===== src/rtl/hazard_ctrl.sv =====
// Pipeline hazard controller: operand forwarding select, load-use bubble, DRAM wait and branch flush.
// Optional performance counters are built in when HAZARD_PERF_CNT_EN is defined.
module hazard_ctrl (
  input  logic        clk_i,
  input  logic        rst_i,
  input  logic [4:0]  id_reg1,
  input  logic [4:0]  id_reg2,
  input  logic        id_re1,
  input  logic        id_re2,
  input  logic [4:0]  ex_wr,
  input  logic        ex_rf_we,
  input  logic        ex_is_load,
  input  logic [4:0]  mem_wr,
  input  logic        mem_rf_we,
  input  logic [4:0]  wb_wr,
  input  logic        wb_rf_we,
  input  logic        ex_br_taken,
  input  logic        mem_ready,
  input  logic        mem_is_mem,
  output logic        stall_pc,
  output logic        stall_ifid,
  output logic        stall_idex,
  output logic        flush_ifid,
  output logic        flush_idex,
  output logic [1:0]  fwd1_sel,
  output logic [1:0]  fwd2_sel,
  output logic [31:0] stall_cnt,
  output logic [31:0] flush_cnt
);

  typedef enum logic [1:0] {StRun, StLuBubble, StMemWait} state_e;

  state_e state_q, state_d;

  // Register 0 is hardwired, so it never produces a dependency.
  function automatic logic src_match(logic en, logic [4:0] idx, logic [4:0] dst, logic we);
    return en && (idx != 5'd0) && we && (idx == dst);
  endfunction

  logic ex1, ex2, mem1, mem2, wb1, wb2;
  logic load_use, mem_wait;

  assign ex1  = src_match(id_re1, id_reg1, ex_wr,  ex_rf_we);
  assign ex2  = src_match(id_re2, id_reg2, ex_wr,  ex_rf_we);
  assign mem1 = src_match(id_re1, id_reg1, mem_wr, mem_rf_we);
  assign mem2 = src_match(id_re2, id_reg2, mem_wr, mem_rf_we);
  assign wb1  = src_match(id_re1, id_reg1, wb_wr,  wb_rf_we);
  assign wb2  = src_match(id_re2, id_reg2, wb_wr,  wb_rf_we);

  assign load_use = ex_is_load && (ex1 || ex2);
  assign mem_wait = mem_is_mem && !mem_ready;

  always_comb begin
    fwd1_sel = 2'b00;
    if (ex1)       fwd1_sel = 2'b01;
    else if (mem1) fwd1_sel = 2'b10;
    else if (wb1)  fwd1_sel = 2'b11;
    fwd2_sel = 2'b00;
    if (ex2)       fwd2_sel = 2'b01;
    else if (mem2) fwd2_sel = 2'b10;
    else if (wb2)  fwd2_sel = 2'b11;
  end

  always_ff @(posedge clk_i or posedge rst_i) begin
    if (rst_i) state_q <= StRun;
    else       state_q <= state_d;
  end

  always_comb begin
    state_d = StRun;
    if (mem_wait) begin
      state_d = StMemWait;
    end else if (state_q == StRun && !ex_br_taken && load_use) begin
      state_d = StLuBubble;
    end
  end

  // A DRAM wait freezes the whole front end, so it dominates branch and load-use handling.
  always_comb begin
    stall_pc   = 1'b0;
    stall_ifid = 1'b0;
    stall_idex = 1'b0;
    flush_ifid = 1'b0;
    flush_idex = 1'b0;
    if (!rst_i) begin
      if (mem_wait) begin
        stall_pc   = 1'b1;
        stall_ifid = 1'b1;
        stall_idex = 1'b1;
      end else if (state_q != StMemWait) begin
        if (ex_br_taken) begin
          flush_ifid = 1'b1;
          flush_idex = 1'b1;
        end else if (state_q == StRun && load_use) begin
          stall_pc   = 1'b1;
          stall_ifid = 1'b1;
          flush_idex = 1'b1;
        end
      end
    end
  end

`ifdef HAZARD_PERF_CNT_EN
  logic [31:0] stall_cnt_q, flush_cnt_q;

  always_ff @(posedge clk_i or posedge rst_i) begin
    if (rst_i) begin
      stall_cnt_q <= 32'd0;
      flush_cnt_q <= 32'd0;
    end else begin
      if (stall_pc)   stall_cnt_q <= stall_cnt_q + 32'd1;
      if (flush_ifid) flush_cnt_q <= flush_cnt_q + 32'd1;
    end
  end

  assign stall_cnt = stall_cnt_q;
  assign flush_cnt = flush_cnt_q;
`else
  assign stall_cnt = 32'd0;
  assign flush_cnt = 32'd0;
`endif

endmodule


===== config.mk =====
export PLATFORM = sky130hd
export DESIGN_NAME = hazard_ctrl
export DESIGN_NICKNAME = d
export VERILOG_FILES = /design/src/rtl/hazard_ctrl.sv
export SDC_FILE = /design/constraint.sdc
export NUM_CORES = 1
export LEC_CHECK = 0
export BUFFER_PORTS_ARGS = -buffer_cell sky130_fd_sc_hd__buf_2
export CAP_MARGIN = 20
export CORE_MARGIN = 2
export CORE_UTILIZATION = 39
export DETAILED_ROUTE_END_ITERATION = 7
export PLACE_DENSITY_LB_ADDON = 0.05
export SLEW_MARGIN = 20
export SYNTH_ARGS = -nofsm -noshare
export SYNTH_HDL_FRONTEND = slang
export SYNTH_SLANG_ARGS = --single-unit

===== constraint.sdc =====
create_clock -name clk_i -period 4.1 [get_ports clk_i]
set_clock_uncertainty 0.15 [all_clocks]
set_input_delay 0.615 -clock clk_i [delete_from_list [all_inputs] [get_ports clk_i]]
set_output_delay 0.615 -clock clk_i [all_outputs]
set_load 0.02 [all_outputs]

==> impl_table.tex <==
\begin{tabular}{lr}
\hline
Metric & Value \\
\hline
\multicolumn{2}{l}{\textbf{Power and ir drop}} \\
Static Leak & slightly above 0.6 nW \\
Internal power & slightly below 0.00009 W \\
Logic pwr share & 66.3\% \\
Clock power frac & 22.7\% \\
Switching fraction of total power & 53.6\% \\
Switching power of the nets & 0.000101 W \\
Sequential power share & 11.0\% \\
VDD IR max & 89.0 uV \\
Power Density & 173 mW/mm\^{}2 \\
\multicolumn{2}{l}{\textbf{Layout}} \\
Layout cells sized above 1 & around 29\% \\
Number of filler cells placed in the layout & around 260 \\
Register containing the most flip-flops in the final layout & state\_q \\
Most common cell after layout, fill and taps aside & sky130\_fd\_sc\_hd\_\_conb\_1 \\
Post-layout net count & 219 \\
Largest registers & state\_q (2) \\
Diode insertion count for antenna repair & 0 \\
Growth of design area from synthesis to finish & 2.74\% \\
Max FFs per register & 2 \\
Top library cells by usage in the layout, fill and taps aside & 64 x sky130\_fd\_sc\_hd\_\_conb\_1, 44 x sky130\_fd\_sc\_hd\_\_buf\_2, 16 x sky130\_fd\_sc\_hd\_\_xor2\_1 \\
\multicolumn{2}{l}{\textbf{Global routing}} \\
Maximum number of pins on one net before global-route repair & 6 \\
Grt total ovfl & 0 \\
Gr usage total & a little under an eighth \\
Antenna violations before repair & 0 \\
Wire length of the first global-routing pass & 3.00 mm \\
Number of global-route vias before repair & 734 \\
\multicolumn{2}{l}{\textbf{Timing}} \\
Final number of setup-violating endpoints & 0 \\
Total Negative Setup Slacks & 0 ps \\
Final critical-path required period & 2890 ps \\
RSZ-0062 raised after global routing & no \\
Final hold violations & 0 \\
Highest clock rate & 346 MHz \\
Number of pins exceeding their max-slew limit in the final report & 0 \\
Ratio of final minimum period to clock period & 70.5\% \\
Final WS setup & $\sim$1200 ps \\
\multicolumn{2}{l}{\textbf{Synth}} \\
Post-synthesis sequential area ratio & 4.76\% \\
Synth cell types & 23 \\
Mean area per synthesized cell & 7.74 um\^{}2 \\
Gate Count Post-Synth & 136 \\
Number of register bits inferred by synthesis & 2 \\
Total number of yosys warnings & 0 \\
Mapped cell area & 0.00105 mm\^{}2 \\
\multicolumn{2}{l}{\textbf{Clocking}} \\
Clock latency of the later-clocked register in the worst-skew pair & 220 ps \\
TritonCTS clock tree & yes \\
Number of levels in the clock H-tree & 1 \\
Clock buffers created by TritonCTS & 3 \\
Number of cells upsized or downsized after cts & 0 \\
Maximum count of clock buffers along a single path & 2 \\
Clock-pin slew on the worst setup and hold paths & roughly 30 ps \\
CTS Root Buffer Type & sky130\_fd\_sc\_hd\_\_clkbuf\_4 \\
CTS sink cnt & 2 \\
Number of hold buffers added after CTS & 0 \\
Number of buffers inserted to repair setup after CTS & 0 \\
\multicolumn{2}{l}{\textbf{Placement}} \\
Count of buffers from port buffering & 44 \\
Estimated wirelength of the detail-placed design & 1.84 mm \\
Final GP Congestion & 0.760 \\
Pre-CTS worst setup slack & approximately 1200 ps \\
\multicolumn{2}{l}{\textbf{Detailed routing}} \\
Wire length reported by the detailed router & 1.99 mm \\
Violation count after the first detailed-route iteration & 10 \\
Post-DR wirelength/cell & 9.41 um \\
Number of design rule violations left after detail routing & 0 \\
Final antenna-violating net count & 0 \\
Routed vias & 825 \\
Number of detailed-routing iterations run before antenna repair & 4 \\
Number of vias per cell & 3.91 \\
\multicolumn{2}{l}{\textbf{Worst hold path}} \\
Worst hold-check path type & in2async \\
\multicolumn{2}{l}{\textbf{Worst setup path}} \\
Data required time of the critical path & 3340 ps \\
Worst path arrival time & 2130 ps \\
Start-to-end type of the worst setup path & in2out \\
Critical path endpoint category & primary output \\
Crit path launch type & input port \\
Crit-path max FO & 4 \\
\multicolumn{2}{l}{\textbf{Die}} \\
Starting density of the core & 41.7\% \\
Vertical die dimension & 55.9 um \\
Die ar. & between 0.003 and 0.004 mm\^{}2 \\
I/O Pins & 109 \\
Total number of placement rows & 18 \\
Die Span X & 55.9 um \\
Standard cell core area & roughly 0.0025 mm\^{}2 \\
\multicolumn{2}{l}{\textbf{Run}} \\
Reported max-cap violation count & 0 \\
\multicolumn{2}{l}{\textbf{Status}} \\
Status & completed \\
\hline
\end{tabular}
==> logic make-up (layout without fill, tap and decap cells) <==
family / after synthesis / in the layout / share of synthesized area (%)
compound gates: 9 / 9 / 7.85
xor+xnor: 30 / 30 / 25.0
buf+inv: 67 / 49 / 47.1
flops: 2 / 2 / 4.76
other cells: 1 / 64 / 0.356
simple gates: 27 / 27 / 15.0
==> worst paths after layout <==
kind                                        end  slack (ps)  cells past startpoint                 start
setup reg to reg           state_q[0]$_DFF_PP0_        3070                      3  state_q[1]$_DFF_PP0_
min in group clk_i         state_q[0]$_DFF_PP0_         420                      3  state_q[1]$_DFF_PP0_
max in group asynchronous  state_q[1]$_DFF_PP0_        3520                      2                 rst_i
setup / recovery                     stall_ifid        1210                      7            id_reg1[1]
hold reg to reg            state_q[0]$_DFF_PP0_         420                      3  state_q[1]$_DFF_PP0_
hold / removal             state_q[0]$_DFF_PP0_         140                      2                 rst_i
==> worst max-delay path, cell delays in order <==
cell and delay (ps):
sky130_fd_sc_hd__buf_2 130, sky130_fd_sc_hd__or4_1 550, sky130_fd_sc_hd__o21ai_2 220, sky130_fd_sc_hd__nor3_2 100
sky130_fd_sc_hd__o211ai_2 220, sky130_fd_sc_hd__o21bai_1 120, sky130_fd_sc_hd__buf_2 170
==> synthesized netlist by cell type <==
| library cell | instances | area [um^2] |
|---|---|---|
| sky130_fd_sc_hd__o21bai_1 | 1 | 7.51 |
| sky130_fd_sc_hd__nor3_1 | 1 | 5.00 |
| sky130_fd_sc_hd__nor3_2 | 2 | 20.0 |
| sky130_fd_sc_hd__a21o_1 | 2 | 15.0 |
| sky130_fd_sc_hd__nor4_1 | 5 | 31.3 |
| sky130_fd_sc_hd__o21ai_2 | 2 | 17.5 |
| sky130_fd_sc_hd__inv_1 | 2 | 7.51 |
| sky130_fd_sc_hd__or2_1 | 2 | 12.5 |
| sky130_fd_sc_hd__nor2b_1 | 2 | 12.5 |
| sky130_fd_sc_hd__nor2_1 | 3 | 11.3 |
| sky130_fd_sc_hd__nand2_1 | 3 | 11.3 |
| sky130_fd_sc_hd__buf_4 | 65 | 488 |
| sky130_fd_sc_hd__and2_1 | 1 | 6.26 |
| sky130_fd_sc_hd__dfrtp_1 | 2 | 50.1 |
| sky130_fd_sc_hd__a211oi_1 | 2 | 15.0 |
| sky130_fd_sc_hd__a2111oi_2 | 1 | 15.0 |
| sky130_fd_sc_hd__xnor2_1 | 14 | 123 |
| sky130_fd_sc_hd__nand3_1 | 4 | 20.0 |
| sky130_fd_sc_hd__nand4_1 | 2 | 12.5 |
| sky130_fd_sc_hd__o211ai_2 | 1 | 12.5 |
| sky130_fd_sc_hd__xor2_1 | 16 | 140 |
| sky130_fd_sc_hd__or4_1 | 2 | 15.0 |
| sky130_fd_sc_hd__conb_1 | 1 | 3.75 |
==> stage by stage <==
| step | hold WS, ps | power (W) | cell area [um^2] | util (%) | cells |
|---|---|---|---|---|---|
| 2_1_floorplan | 220 | 0.000156 | 1290 | - | 199 |
| 3_3_place_gp | 360 | 0.000145 | 1060 | 42.0 | 208 |
| 3_5_place_dp | 370 | 0.000144 | 1060 | 42.0 | 208 |
| 4_1_cts | 132 | 0.000190 | 1080 | 42.9 | 211 |
| 5_1_grt | 140 | 0.000202 | 1080 | 42.9 | 211 |
| 6_report | 140 | 0.000188 | 1080 | 42.9 | 211 |
==> cell type report <==
cell class	count	area, um^2	area share [%]
Clock buffer	3	22.5	2.08
Inverter	2	7.51	0.694
Multi-Input combinational cell	130	743	68.7
Sequential cell	2	50.0	4.63
Tap cell	30	37.5	3.47
Timing Repair Buffer	44	220	20.4
==> routing by layer <==
metal  up-vias  track usage, %  wire length [um]
li1        407               -                 -
met1       349            13.4               764
met2        65            20.7               935
met3         4            3.49               262
met4         0            4.08                23
met5         -               0                 0
==> power by group through the flow <==
stage | Sequential [W] | Clock (W) | Combinational, W
4_1_cts | 0.0000206 | 0.0000452 | 0.000124
3_3_place_gp | 0.0000208 | 0 | 0.000124
3_5_place_dp | 0.0000209 | 0 | 0.000123
2_1_floorplan | 0.0000208 | 0 | 0.000135
6_report | 0.0000206 | 0.0000425 | 0.000124
5_1_grt | 0.0000207 | 0.0000469 | 0.000135
No activity file was read; power rests on OpenSTA's default activity.
